`src/rtl/aq_gemac_gmii_tx_framer.sv`:
```
// GMII transmit framer: preamble/SFD, data, optional zero pad, CRC32 FCS and inter-frame gap.
// All outputs except tx_ready are registered; each state decides the byte shown in the next cycle.
//
// state  | meaning
// IDLE   | waiting for tx_valid, txe low
// PRE    | preamble 0x55 bytes going out
// SFD    | last preamble byte on the wire, SFD registered next
// DATA   | accepting upstream bytes, tx_ready high
// PAD    | zero bytes until the minimum data length
// FCS    | four inverted CRC bytes, LSB first
// IFG    | inter-frame gap, txe low
// ERR    | underrun byte with TX_ER on the wire
// DROP   | discard upstream bytes up to tx_last
module aq_gemac_gmii_tx_framer #(
  parameter int IFG_BYTES = 12,
  parameter bit PAD_EN    = 1'b1,
  parameter int MIN_DATA  = 60
) (
  input  logic       tx_clk,
  input  logic       rst,
  input  logic [7:0] tx_data,
  input  logic       tx_valid,
  input  logic       tx_last,
  output logic       tx_ready,
  output logic [7:0] bgmii_txd,
  output logic       bgmii_txe,
  output logic       bgmii_txer,
  output logic       tx_busy,
  output logic       tx_done,
  output logic       tx_underrun
);

  typedef enum logic [3:0] {
    S_IDLE, S_PRE, S_SFD, S_DATA, S_PAD, S_FCS, S_IFG, S_ERR, S_DROP
  } state_t;

  localparam logic [10:0] MIN_CNT = 11'(MIN_DATA);
  localparam logic [7:0]  IFG_CNT = 8'(IFG_BYTES);

  state_t      state;
  logic [31:0] crc;
  logic [10:0] byte_cnt;
  logic [7:0]  tmr;
  logic [10:0] byte_inc;
  logic [31:0] crc_next;

  function automatic logic [31:0] crc_byte(input logic [31:0] c, input logic [7:0] d);
    logic [31:0] r;
    r = c ^ {24'h0, d};
    for (int i = 0; i < 8; i++)
      r = r[0] ? ((r >> 1) ^ 32'hEDB88320) : (r >> 1);
    return r;
  endfunction

  assign tx_ready = (state == S_DATA) || (state == S_DROP);
  assign byte_inc = (byte_cnt == 11'h7FF) ? byte_cnt : byte_cnt + 11'd1;
  assign crc_next = crc_byte(crc, (state == S_PAD) ? 8'h00 : tx_data);

  always_ff @(posedge tx_clk or posedge rst) begin
    if (rst) begin
      state       <= S_IDLE;
      crc         <= 32'hFFFFFFFF;
      byte_cnt    <= '0;
      tmr         <= '0;
      bgmii_txd   <= '0;
      bgmii_txe   <= 1'b0;
      bgmii_txer  <= 1'b0;
      tx_busy     <= 1'b0;
      tx_done     <= 1'b0;
      tx_underrun <= 1'b0;
    end else begin
      tx_done     <= 1'b0;
      tx_underrun <= 1'b0;
      bgmii_txer  <= 1'b0;
      case (state)
        S_IDLE: begin
          bgmii_txd <= 8'h00;
          bgmii_txe <= 1'b0;
          crc       <= 32'hFFFFFFFF;
          byte_cnt  <= '0;
          if (tx_valid) begin
            state     <= S_PRE;
            bgmii_txd <= 8'h55;
            bgmii_txe <= 1'b1;
            tx_busy   <= 1'b1;
            tmr       <= 8'd5;
          end
        end
        S_PRE: begin
          bgmii_txd <= 8'h55;
          if (tmr == 8'd0) state <= S_SFD;
          else tmr <= tmr - 8'd1;
        end
        S_SFD: begin
          bgmii_txd <= 8'hD5;
          state     <= S_DATA;
        end
        S_DATA: begin
          if (tx_valid) begin
            bgmii_txd <= tx_data;
            crc       <= crc_next;
            byte_cnt  <= byte_inc;
            if (tx_last) begin
              tmr   <= 8'd3;
              state <= (PAD_EN && (byte_inc < MIN_CNT)) ? S_PAD : S_FCS;
            end
          end else begin
            // upstream starved mid-frame: poison the frame instead of stretching it
            bgmii_txd   <= 8'h00;
            bgmii_txer  <= 1'b1;
            tx_underrun <= 1'b1;
            state       <= S_ERR;
          end
        end
        S_PAD: begin
          bgmii_txd <= 8'h00;
          crc       <= crc_next;
          byte_cnt  <= byte_inc;
          if (byte_inc >= MIN_CNT) begin
            tmr   <= 8'd3;
            state <= S_FCS;
          end
        end
        S_FCS: begin
          bgmii_txd <= ~crc[7:0];
          crc       <= crc >> 8;
          if (tmr == 8'd0) begin
            tx_done <= 1'b1;
            tmr     <= IFG_CNT;
            state   <= S_IFG;
          end else begin
            tmr <= tmr - 8'd1;
          end
        end
        S_IFG: begin
          bgmii_txd <= 8'h00;
          bgmii_txe <= 1'b0;
          if (tmr == 8'd0) begin
            tx_busy <= 1'b0;
            state   <= S_IDLE;
          end else begin
            tmr <= tmr - 8'd1;
          end
        end
        S_ERR: begin
          bgmii_txd <= 8'h00;
          bgmii_txe <= 1'b0;
          state     <= S_DROP;
        end
        S_DROP: begin
          bgmii_txd <= 8'h00;
          bgmii_txe <= 1'b0;
          if (tx_valid && tx_last) begin
            tmr   <= IFG_CNT;
            state <= S_IFG;
          end
        end
        default: state <= S_IDLE;
      endcase
    end
  end

endmodule

```
`config.mk`:
```
export PLATFORM = sky130hd
export DESIGN_NAME = aq_gemac_gmii_tx_framer
export DESIGN_NICKNAME = d
export VERILOG_FILES = /design/src/rtl/aq_gemac_gmii_tx_framer.sv
export SDC_FILE = /design/constraint.sdc
export NUM_CORES = 1
export LEC_CHECK = 0
export CAP_MARGIN = 20
export CORE_ASPECT_RATIO = 0.8
export CORE_UTILIZATION = 45
export CTS_CLUSTER_DIAMETER = 30
export CTS_CLUSTER_SIZE = 20
export DETAILED_ROUTE_END_ITERATION = 8
export PLACE_DENSITY = 0.69
export SKIP_LAST_GASP = 1
export SLEW_MARGIN = 20
export SYNTH_ARGS = -nofsm -noshare
export SYNTH_HDL_FRONTEND = slang
export SYNTH_SLANG_ARGS = --single-unit
```
`constraint.sdc`:
```
create_clock -name tx_clk -period 4.1 [get_ports tx_clk]
set_input_delay 0.82 -clock tx_clk [delete_from_list [all_inputs] [get_ports tx_clk]]
set_output_delay 0.82 -clock tx_clk [all_outputs]
set_load 0.05 [all_outputs]
```
======== After elaboration in Yosys (flattened, before gate mapping) ========
Cells that the tools add are included.
operators by class
  multiplexer cells ....................... 44
  reduce and logical (&&, ||, !) cells .... 18
  bitwise operators ....................... 10
  magnitude comparators ................... 2
  add/sub/neg operators ................... 2
  eq/ne operators ......................... 19
operator list
  kind                                                                count
  two-way mux 32 bit                                                  9
  case mux 32 bit (4 select lines)                                    1
  NOT 13 -> 14 bit                                                    8
  case mux 8 bit (6 select lines)                                     2
  two-way mux 8 bit                                                   9
  case mux 4 bit (9 select lines)                                     1
  case mux 11 bit (3 select lines)                                    1
  two-way mux 4 bit                                                   8
  bitwise XOR 32 x 8 -> 32 bit                                        1
  two-way mux 11 bit                                                  2
  == test 4 x 3 -> 1 bit, second input constant                       4
  != test 2 bit, second input constant                                7
  AND reduction 7 bit                                                 2
  nonzero test 6 bit                                                  2
  adder 11 x 1 -> 11 bit, second input constant                       1
  == test 11 bit, second input constant                               1
  greater-or-equal comparator 11 x 6 -> 1 bit, second input constant  1
  less-than comparator 11 x 6 -> 1 bit, second input constant         1
  == test 4 x 2 -> 1 bit, second input constant                       2
  logical NOT 8 bit                                                   1
  two-way mux 1 bit                                                   8
  NOT 8 bit                                                           1
  subtractor 8 x 1 -> 8 bit, second input constant                    1
  two-way mux 7 bit                                                   1
  other kinds (16)                                                    20
storage, ports and cells
  logic and storage cells ................. 104
  input bits .............................. 12
  flip-flop bits (word level) ............. 67

======== Longest topological paths before layout ========
Gate-level depths: netlist of the first run.
  depth after elaboration ................. 21
  mapped depth ............................ 10
  gate-level depth less buffers ........... 9

======== Least setup slack after synthesis of the first run ========
OpenSTA, ideal clock, no wires.
  path type ............................... flip-flop to output port
  start ................................... register state[3]
  end ..................................... output port tx_ready
  data required time ...................... 3280 ps
  data arrival time ....................... 1776 ps
  stages on the path, launching flop included .. 6
  setup slack ............................. 1504 ps
  path through ............................ dfrtp_1 > buf_2 > buf_1 > clkbuf_1 > a21oi_1 > nor2_1
on the way
  longest elaborated chain between the ends .. 2
  elaborated cells on any way between the ends .. 3
  classes of those cells .................. 2 x eq/ne; 1 x reduce/logical
ends and longest elaborated chain
  element                                                         RTL line  text
  start: declaration                                              40        state_t state;
  start signal: assignment                                        105       state <= (PAD_EN && (byte_inc < MIN_CNT)) ? S_PAD : S_FCS;
  == test 4 x 2 -> 1 bit / == test 4 bit (equally long branches)  55        assign tx_ready = (state == S_DATA) || (state == S_DROP);
  logical OR 1 bit (*)                                            55
  end: declaration                                                24        output logic tx_ready,
Mark *: on every way between the ends. The rest lies on a longest branch, timed or not.

======== Worst setup path after layout of the first run ========
  start ................................... register state[1]
  end ..................................... output port tx_ready
Same word-level chain as after synthesis.

==> results of run 1 <==
==> how the worst min path moves through the flow <==
stage                  from      end  slack, ns  cells after the start
floorplan            tmr[7]   tmr[7]       0.45                      1
global placement     tmr[7]   tmr[7]       0.47                      1
detailed placement  crc[28]  crc[20]       0.48                      2
CTS                 crc[29]  crc[21]       0.49                      2
global route        crc[28]  crc[20]       0.51                      2
finish               tmr[7]   tmr[7]       0.49                      1
==> layout by cell type (no fill, tap or decap), types with 4 or more instances in the layout <==
master,Yosys,final
sky130_fd_sc_hd__nor3_1,11,11
sky130_fd_sc_hd__mux2_2,4,4
sky130_fd_sc_hd__nand3_1,15,15
sky130_fd_sc_hd__dfstp_2,32,32
sky130_fd_sc_hd__o21ai_0,43,43
sky130_fd_sc_hd__clkbuf_16,0,9
sky130_fd_sc_hd__o31ai_1,5,5
sky130_fd_sc_hd__a31oi_1,9,9
sky130_fd_sc_hd__a221o_1,5,5
sky130_fd_sc_hd__xnor2_1,32,32
sky130_fd_sc_hd__clkdlybuf4s50_1,0,25
sky130_fd_sc_hd__o22ai_1,11,11
sky130_fd_sc_hd__a221oi_1,5,5
sky130_fd_sc_hd__buf_4,1,10
sky130_fd_sc_hd__o211ai_1,4,4
sky130_fd_sc_hd__nor2_1,60,58
sky130_fd_sc_hd__a22oi_1,7,7
sky130_fd_sc_hd__nand2_1,57,57
sky130_fd_sc_hd__inv_1,16,15
sky130_fd_sc_hd__xor2_1,20,20
sky130_fd_sc_hd__o32ai_1,5,5
sky130_fd_sc_hd__dfrtp_1,35,35
sky130_fd_sc_hd__or2_2,4,4
sky130_fd_sc_hd__a21oi_1,59,58
==> through the flow <==
stage / util, % / hold slack (ns) / cells / worst slack (ns)
global placement: 51.04 / 0.4725 / 679 / 0.9760
CTS: 54.01 / 0.4907 / 695 / 0.8405
global route: 54.01 / 0.5086 / 695 / 0.7432
finish: 54.01 / 0.4891 / 695 / 0.8579
detailed placement: 51.04 / 0.4800 / 679 / 0.9041
floorplan: - / 0.4513 / 542 / 1.504
==> layer usage <==
metal  part of all wire (%)  up-vias
li1                       -     1966
met1                     49     2048
met2                     44      147
met3                    6.1       16
met4                    1.4        0
met5                      0        -
==> flip-flops by register name (all words and copies together), names as in the netlist <==
signal       cells
crc             32
byte_cnt        11
bgmii_txd        8
tmr              8
state            4
bgmii_txe        1
tx_busy          1
tx_done          1
tx_underrun      1
==> final cells by class <==
class,count,area [um^2]
clock buffers,9,225.2
repair buffers,36,345.3
fillers,908,4529
clock inverters,7,67.56
inverters,18,67.56
flip-flops and latches,67,1717
well taps,136,170.2
multi-input cells,422,2728
==> critical path, cell delays in order, from the launching register on <==
cell                              delay, ns
sky130_fd_sc_hd__dfrtp_1               0.72
sky130_fd_sc_hd__nand2_1               0.21
sky130_fd_sc_hd__nor2_1                0.15
sky130_fd_sc_hd__a21oi_1               0.05
sky130_fd_sc_hd__nor2_1                0.12
sky130_fd_sc_hd__clkdlybuf4s50_1       0.82
==> cell families after synthesis <==
| family | count (synthesis) |
|---|---|
| AOI/OAI and AO/OA | 184 |
| DFF | 67 |
| xor gates and xnor gates | 62 |
| buffers and inverters | 53 |
| adders and majority gates | 3 |
| muxes | 5 |
| and+or+nand+nor | 168 |
==> synth_stat cells, drive strengths merged, types with 3 or more instances <==
library cell / count
a21oi: 61
a221o: 5
a221oi: 5
a22oi: 7
a31oi: 9
buf: 8
clkbuf: 27
dfrtp: 35
dfstp: 32
ha: 3
inv: 16
mux2: 4
nand2: 59
nand3: 15
nor2: 60
nor2b: 3
nor3: 11
o211ai: 4
o21ai: 44
o22ai: 12
o31ai: 5
o32ai: 5
or2: 4
or3: 3
xnor2: 34
xnor3: 3
xor2: 25
==> power by group <==
group	switching [mW]	total, mW	internal (mW)
Combinational	2.12	3.51	1.39
Clock	0.312	0.780	0.468
Sequential	0.243	1.24	0.992
Total	2.67	5.52	2.85
==> results.txt, run 1 <==
----------------------------------------------------
[CTS]
  CTS Buffer Depth ... 2
  Clock insertion delay at the later pin of the skew report ... 0.35 ns
  # clock sinks ... 67
  CTS-repair resized insts ... 0
  Depth of the CTS H-tree ... 3
  CTS Root Cell ... sky130_fd_sc_hd__clkbuf_16
  Number of buffers inserted by post-CTS setup repair ... 0
  Clock tree from TritonCTS ... done
  Number of buffers added by the clock tree synthesis step ... 9
  CTS clock-pin slew for the worst setup and hold paths ... 0.06 ns
  CTS Hold Buffers Added ... 0

[GRT]
  Largest net degree at the start of global routing ... 44
  Met3 track demand over resource ... 5.250%
  Most crowded layer after global routing ... met2
  Vias in the first global route ... 3,924
  Global-route usage over all layers ... 24.77%
  First-pass GRT wire length ... 20.44 mm
  Met2 GRT Util ... 36.38%
  Global route total overflow ... 0
  Number of antenna violations at the first check in global routing ... 0
  Met1 track demand over resource in global routing ... 36.05%

[Timing]
  Transition at the pin with the smallest max-transition slack ... 0.8737 ns
  Setup skew after layout ... 0.007993 ns
  Final Hold Fails ... 0
  Total of endpoints with negative setup slack in the final report ... 0
  RSZ-0062 raised after global routing ... false
  Pins over their slew limit ... 0
  Setup TNS ... 0 ns
  Min Tclk post-route ... 3.242 ns
  Fmax ... 308.4 MHz
  Tcrit/Tclk final ... 79.07%
  Slew headroom ... 41.30%

[Synth]
  Mean cell area of the mapped netlist ... 8.590 um^2
  Share of the yosys chip area belonging to registers ... 36.87%
  Primary FF master, synth ... sky130_fd_sc_hd__dfrtp_1
  Portion of synthesized cell area occupied by the leading cell type ... 18.81%
  Xor/xnor cell area share of the yosys netlist ... 14.43%
  Number of warning messages in the yosys log ... 0
  Synthesized instance count ... 542
  Top cells by area, synth ... sky130_fd_sc_hd__dfrtp_1 (19%), sky130_fd_sc_hd__dfstp_2 (18%), sky130_fd_sc_hd__a21oi_1 (6.3%)
  Register bit count reported by yosys ... 67
  Compound-Gate Fraction of Synth Area ... 25.58%
  Share of flip-flops with an asynchronous set or reset after synthesis ... 100.0%
  Total nets after synthesis ... 557
  Area fraction in and, or, nand and nor cells after synthesis ... 16.39%
  Adder-cell area share of the yosys netlist ... 0.8062%
  Total standard cell area after synthesis ... 4656 um^2
  Number of distinct library cells after synthesis ... 72
  Number of flops mapped to enable cells by yosys ... 0
  Largest family of logic cells by synthesized area ... compound AO/OA/AOI/OAI gates
  Share of cell area taken by muxes after synthesis ... 1.182%
  Dominant cell type by area after synthesis ... sky130_fd_sc_hd__dfrtp_1

[Detailed routing]
  Starting DRT DRC Count ... 470
  Count of nets left with antenna violations after detail routing ... 0
  Length of the first detailed-routing pass in iterations ... 5
  Wire length per cell ... 17.65 um
  Via total after detailed routing ... 4,177
  Post-detailed-routing wire length ... 12.27 mm
  Routed via count divided by cell count ... 6.010
  Number of remaining DRC errors ... 0

[Final layout]
  Fin area ... 5320 um^2
  Net count of the finished layout ... 569
  Relative area change from synthesis to final layout ... 14.27%
  Share of cells above drive strength 1 ... 16.10%
  Antenna diode count ... 0

[Critical path]
  Start of the worst register-to-register path ... state[1]
  Depth of the worst register-to-register path ... 7
  Register-to-Register Setup Slack ... 1.11 ns
  Critical Path Start Type ... register
  Source of the critical timing path ... state[1]
  Required arrival time at the worst endpoint ... 3.28 ns
  Worst Path Arrival ... 2.42 ns
  Type of the setup path with the least slack ... reg -> out
  Critical path endpoint category ... output port
  Biggest fanout along the worst timing path ... 17
  End point of the critical path ... tx_ready
  Critical register-to-register path endpoint ... crc[2]

[Placed design]
  Number of buffer cells added on primary ports ... 25
  Weighted congestion reported at the end of routability-driven placement ... 0.9116
  Placed standard-cell area ... 5027 um^2
  DP HPWL ... 8.703 mm

[Job]
  Number of max-cap violations ... 0

[Run status]
  Run status ... finished, final reports clean

[Floorplanning]
  Number of standard-cell rows in the floorplan ... 32
  Placeable Area ... 9849 um^2
  Initial Utilization ... 47.27%
  Die span in x ... 115.7 um
  Total die area ... 10,760 um^2
  Height of the chip ... 92.98 um
  I/O pin count ... 26

[Worst hold path]
  Min-Delay Path Class ... reg -> reg

[Power]
  IR Drop Worst-Case VDD ... 0.3909 mV
  Pwr per Cell Area ... 1038 nW/um^2
  Power, Total ... 5.522 mW
  Total leakage power ... 2.042 nW

----------------------------------------------------
No activity file was read; power rests on OpenSTA's default activity.
==> run 2, diff against run 1 <==
==> constraint.sdc (replaced) <==
create_clock -name tx_clk -period 3.4 [get_ports tx_clk]
set_input_delay 0.68 -clock tx_clk [delete_from_list [all_inputs] [get_ports tx_clk]]
set_output_delay 0.68 -clock tx_clk [all_outputs]
set_load 0.05 [all_outputs]
==> run 2 against run 1 <==
First-iteration DRC count fell by 32%. Non-clock buffer count grew 5. Utilization up 1.0 points. Hold slack got worse by 0.0024 ns. Final area rose by 1.9%. Total power grew 24%. Critical path depth is 1 higher. Largest cell class unchanged.
==> results.txt, run 2 (synthesized netlist as in run 1, its figures left out) <==
----------------------------------------------------
[Run status]
  Run status ... finished, final reports clean

[Final layout]
  Share of cells above drive strength 1 ... 16.84%
  Area occupied by multi-input gates ... 2728 um^2
  Total of fill cells in the finished design ... 925
  Largest registers ranked by flip-flop count ... crc: 32 flops, byte_cnt: 11 flops
  Leading cell types in the layout, fill and taps excluded ... sky130_fd_sc_hd__nor2_1 (58), sky130_fd_sc_hd__a21oi_1 (58), sky130_fd_sc_hd__nand2_1 (57)
  Relative area change from synthesis to final layout ... 16.45%
  Final instance count without filler cells ... 700
  Top reg by flops ... crc
  Antenna diode count ... 0
  Net count of the finished layout ... 574
  Flip-flop count of the largest register, all copies and words added ... 32
  Flip-flop and latch area ... 1717 um^2

[Timing]
  Setup TNS ... 0 ns
  Setup skew after layout ... 0.01223 ns
  Fmax ... 322.9 MHz
  Pins over their slew limit ... 0
  Min Tclk post-route ... 3.097 ns
  Tcrit/Tclk final ... 91.09%
  Transition at the pin with the smallest max-transition slack ... 0.6853 ns
  Total of endpoints with negative setup slack in the final report ... 0
  Slew headroom ... 54.24%
  RSZ-0062 raised after global routing ... false
  Final Hold Fails ... 0

[CTS]
  Clock insertion delay at the later pin of the skew report ... 0.34 ns
  Number of buffers added by the clock tree synthesis step ... 9
  CTS Buffer Depth ... 2
  # clock sinks ... 67
  CTS Root Cell ... sky130_fd_sc_hd__clkbuf_16
  CTS-repair resized insts ... 0
  Number of buffers inserted by post-CTS setup repair ... 0
  Clock tree from TritonCTS ... done
  CTS clock-pin slew for the worst setup and hold paths ... 0.06 ns
  Depth of the CTS H-tree ... 3
  CTS Hold Buffers Added ... 0

[GRT]
  Global route total overflow ... 0
  Vias in the first global route ... 3,998
  First-pass GRT wire length ... 20.86 mm
  Global-route usage over all layers ... 25.05%
  Number of antenna violations at the first check in global routing ... 0
  Largest net degree at the start of global routing ... 44

[Placed design]
  DP HPWL ... 8.494 mm
  Number of buffer cells added on primary ports ... 25
  Weighted congestion reported at the end of routability-driven placement ... 0.8817
  DP Cell Count ... 684

[Detailed routing]
  Post-detailed-routing wire length ... 12.27 mm
  Count of nets left with antenna violations after detail routing ... 0
  Length of the first detailed-routing pass in iterations ... 6
  Routed via count divided by cell count ... 5.984
  Wire length per cell ... 17.52 um
  Starting DRT DRC Count ... 320
  Via total after detailed routing ... 4,189
  Number of remaining DRC errors ... 0

[Power]
  Pwr per Cell Area ... 1268 nW/um^2
  IR Drop Worst-Case VDD ... 0.6083 mV
  Total leakage power ... 2.103 nW

[Critical path]
  Critical Path Start Type ... register
  Worst Path Arrival ... 2.42 ns
  Crit-path max cell delay ... 0.82 ns
  Most used cell, CP ... sky130_fd_sc_hd__nor2_1
  Required arrival time at the worst endpoint ... 2.72 ns
  Cell type of the slowest stage on the worst timing path ... sky130_fd_sc_hd__clkdlybuf4s50_1
  Biggest fanout along the worst timing path ... 10
  Critical path endpoint category ... output port
  Worst-path cell chain ... buf_4, nand2_1, nor2_1, a21oi_1, nor2_1, clkdlybuf4s50_1
  Type of the setup path with the least slack ... reg -> out

[Floorplanning]
  Total die area ... 10,760 um^2
  Height of the chip ... 92.98 um
  Placeable Area ... 9849 um^2
  I/O pin count ... 26
  Initial Utilization ... 47.27%
  Number of standard-cell rows in the floorplan ... 32
  Die span in x ... 115.7 um

[Worst hold path]
  Min-Delay Path Class ... reg -> reg

[Job]
  Number of max-cap violations ... 0

----------------------------------------------------
[run 2: area by class of cell]
class                           instances  area share (%)
Clock buffer                           12           5.147
Clock inverter                          4           1.431
Inverter                               18           1.246
Multi-Input combinational cell        422           50.31
Sequential cell                        67           31.66
Tap cell                              136           3.139
Timing Repair Buffer                   41           7.062
[run 2: final timing paths]
path	slack (ns)	depth (start not counted)	to	start
max	0.30	6	tx_ready	state[1]
max in group asynchronous	1.92	3	crc[4]	rst
min	0.49	2	crc[20]	crc[28]
min reg2reg	0.49	2	crc[20]	crc[28]
min in group asynchronous	0.77	2	byte_cnt[5]	rst
max reg2reg	0.56	7	crc[18]	state[1]
[run 2: layer usage]
layer	GRT usage (%)	routed length, um	vias up	part of all wire [%]
met5	0	0	-	0
met4	5.983	127	0	1.0
met3	5.185	948	13	7.7
met2	36.03	5270	189	43
met1	38.15	5920	2020	48
li1	-	-	1967	-
[run 2: metrics by stage]
stage          utilization, %  total power [mW]  hold slack (ns)  worst slack [ns]  area (um^2)
6_report                55.04             6.872           0.4867            0.3031         5421
5_1_grt                 55.04             7.356           0.4976            0.2130         5421
4_1_cts                 55.04             6.839           0.4861            0.3284         5421
3_5_place_dp            51.42             5.688           0.4755            0.4167         5065
3_3_place_gp            51.42             5.599           0.4743            0.4840         5065
2_1_floorplan               -             4.697           0.4513            0.8149         4656
[run 2: critical path: cells and delay by family, from the launching register on]
family | cells | cell delay (ns)
AOI/OAI and AO/OA | 1 | 0.05
buffers and inverters | 2 | 1.06
DFF | 1 | 0.55
and+or+nand+nor | 3 | 0.42
[run 2: power by group]
group          total, mW  switching, mW  internal (mW)
Combinational       4.30           2.59           1.71
Clock               1.11          0.377          0.736
Sequential          1.46          0.266           1.20
Total               6.87           3.23           3.64
==> run 3, diff against run 2 <==
==> constraint.sdc (replaced) <==
create_clock -name tx_clk -period 3 [get_ports tx_clk]
set_input_delay 0.6 -clock tx_clk [delete_from_list [all_inputs] [get_ports tx_clk]]
set_output_delay 0.6 -clock tx_clk [all_outputs]
set_load 0.05 [all_outputs]
==> run 3 against run 2 <==
Flip-flop and latch count stayed put. Combinational power up 15%. Final area decreased by 0.58%. Total power is 10% higher. Critical endpoint is now crc[2]. First-iteration DRC count up 20%. Critical path type is now reg -> reg. Routed wire length shrank 0.14%. Register-to-register slack got worse by 0.26 ns. Hold slack better by 0.0039 ns. Clock skew shrank 0.0066 ns. Global-route usage shrank 0.36 points.
==> results.txt, run 3 (synthesized netlist as in run 1, its figures left out) <==
----------------------------------------------------
[Worst hold path]
  End of the worst hold path ... tx_busy
  Hold-critical path depth ... 2
  Startpoint of the lowest-slack hold path ... tx_busy
  Min-Delay Path Class ... reg -> reg

[Critical path]
  Crit-path max cell delay ... 0.65 ns
  Critical Path Start Type ... register
  Register-to-Register Setup Slack ... 0.30 ns
  Start of the worst register-to-register path ... state[0]
  Critical path buffers and inverters ... 2
  Biggest fanout along the worst timing path ... 9
  Worst Path Arrival ... 2.94 ns
  Type of the setup path with the least slack ... reg -> reg
  Required arrival time at the worst endpoint ... 3.24 ns
  Top cell family by delay on the critical path ... simple AND/OR/NAND/NOR gates
  Most used cell, CP ... sky130_fd_sc_hd__buf_4
  Depth of the worst register-to-register path ... 9
  Critical register-to-register path endpoint ... crc[2]
  Worst-path cell chain ... or4b_4, nand2_4, xor2_4, buf_4, xnor2_1, buf_4, xor2_1, o21ai_0, a221oi_1
  Critical path endpoint category ... register
  Cell type of the slowest stage on the worst timing path ... sky130_fd_sc_hd__or4b_4

[CTS]
  Number of buffers inserted by post-CTS setup repair ... 0
  Clock tree from TritonCTS ... done
  Number of buffers added by the clock tree synthesis step ... 9
  Clock insertion delay at the later pin of the skew report ... 0.34 ns
  CTS Hold Buffers Added ... 0
  CTS Buffer Depth ... 2
  Depth of the CTS H-tree ... 3
  CTS-repair resized insts ... 0
  CTS Root Cell ... sky130_fd_sc_hd__clkbuf_16
  CTS clock-pin slew for the worst setup and hold paths ... 0.06 ns
  # clock sinks ... 67

[Placed design]
  Weighted congestion reported at the end of routability-driven placement ... 0.9109
  Post-Place Setup Slack ... 0.2236 ns
  DP Cell Count ... 690
  DP HPWL ... 8.340 mm
  Number of buffer cells added on primary ports ... 25

[Final layout]
  Final instance count without filler cells ... 706
  Top reg by flops ... crc
  Leading cell types in the layout, fill and taps excluded ... sky130_fd_sc_hd__nor2_1 (58), sky130_fd_sc_hd__a21oi_1 (58), sky130_fd_sc_hd__nand2_1 (57)
  Antenna diode count ... 0
  Relative area change from synthesis to final layout ... 15.78%
  Largest registers ranked by flip-flop count ... crc: 32 flops, byte_cnt: 11 flops
  Flip-flop count of the largest register, all copies and words added ... 32
  Total of fill cells in the finished design ... 924
  Share of cells above drive strength 1 ... 18.07%
  Net count of the finished layout ... 580

[Timing]
  RSZ-0062 raised after global routing ... false
  Final Hold Fails ... 0
  Min Tclk post-route ... 2.700 ns
  Transition at the pin with the smallest max-transition slack ... 0.6462 ns
  Slew headroom ... 56.61%
  Tcrit/Tclk final ... 90.01%
  Total of endpoints with negative setup slack in the final report ... 0
  Pins over their slew limit ... 0
  Setup skew after layout ... 0.005618 ns
  Final worst-path setup slack ... 0.2997 ns
  Fmax ... 370.3 MHz
  Setup TNS ... 0 ns

[Floorplanning]
  Total die area ... 10,760 um^2
  Height of the chip ... 92.98 um
  Die span in x ... 115.7 um
  Number of standard-cell rows in the floorplan ... 32
  I/O pin count ... 26
  Placeable Area ... 9849 um^2
  Initial Utilization ... 47.27%

[Power]
  Pwr per Cell Area ... 1406 nW/um^2
  Total leakage power ... 2.086 nW
  IR Drop Worst-Case VDD ... 0.6145 mV

[Detailed routing]
  Wire length per cell ... 17.35 um
  Via total after detailed routing ... 4,192
  Post-detailed-routing wire length ... 12.25 mm
  Length of the first detailed-routing pass in iterations ... 5
  Count of nets left with antenna violations after detail routing ... 0
  Routed via count divided by cell count ... 5.938
  Starting DRT DRC Count ... 385
  Number of remaining DRC errors ... 0

[Run status]
  Run status ... finished, final reports clean

[GRT]
  Global-route usage over all layers ... 24.69%
  First-pass GRT wire length ... 20.39 mm
  Largest net degree at the start of global routing ... 44
  Number of antenna violations at the first check in global routing ... 0
  Vias in the first global route ... 3,920
  Global route total overflow ... 0

[Job]
  Number of max-cap violations ... 0

----------------------------------------------------
[run 3: final cells by class]
class                      count  area (um^2)  share of cell area, %
clock buffer                   9        225.2                  4.178
multi-input combinational    422         2728                  50.60
inverter                      18        67.56                  1.253
sequential                    67         1717                  31.85
clock inverter                 7        45.04                 0.8357
timing repair buffer          47        437.9                  8.124
tap                          136        170.2                  3.157
[run 3: routing by layer]
metal | wire, um | global-route usage [%] | up-vias | part of all wire, %
li1 | - | - | 1983 | -
met1 | 5821 | 35.85 | 2059 | 48
met2 | 5481 | 37.18 | 134 | 45
met3 | 796 | 5.509 | 16 | 6.5
met4 | 149 | 5.983 | 0 | 1.2
met5 | 0 | 0 | - | 0
[run 3: worst max-delay path by stage]
stage	start	end	slack (ns)	depth (start not counted)
2_1_floorplan	state[1]	crc[18]	0.41	9
3_3_place_gp	tx_data[1]	crc[25]	0.26	7
3_5_place_dp	tx_data[1]	crc[25]	0.22	7
4_1_cts	state[0]	crc[2]	0.33	9
5_1_grt	state[2]	tmr[1]	0.14	8
6_report	state[0]	crc[2]	0.30	9
[run 3: metrics by stage]
| stage | total power, mW | hold slack (ns) | utilization [%] | cell area (um^2) |
|---|---|---|---|---|
| global placement | 6.435 | 0.4727 | 51.98 | 5120 |
| finish | 7.580 | 0.4906 | 54.73 | 5390 |
| global route | 8.121 | 0.5122 | 54.73 | 5390 |
| detailed placement | 6.546 | 0.4784 | 51.98 | 5120 |
| CTS | 7.556 | 0.4860 | 54.73 | 5390 |
| floorplan | 5.323 | 0.4513 | - | 4656 |
[run 3: power by group]
part	internal, mW	switching, mW	leakage, nW
combinational	2.02	2.94	1.17
sequential	1.36	0.284	0.798
clock	0.554	0.423	0.123
total	3.94	3.65	2.09
[run 3: worst register-to-register path: stages (launching register included)]
cell	delay (ns)
sky130_fd_sc_hd__dfrtp_1	0.37
sky130_fd_sc_hd__or4b_4	0.65
sky130_fd_sc_hd__nand2_4	0.14
sky130_fd_sc_hd__xor2_4	0.27
sky130_fd_sc_hd__buf_4	0.20
sky130_fd_sc_hd__xnor2_1	0.12
sky130_fd_sc_hd__buf_4	0.16
sky130_fd_sc_hd__xor2_1	0.26
sky130_fd_sc_hd__o21ai_0	0.12
sky130_fd_sc_hd__a221oi_1	0.31
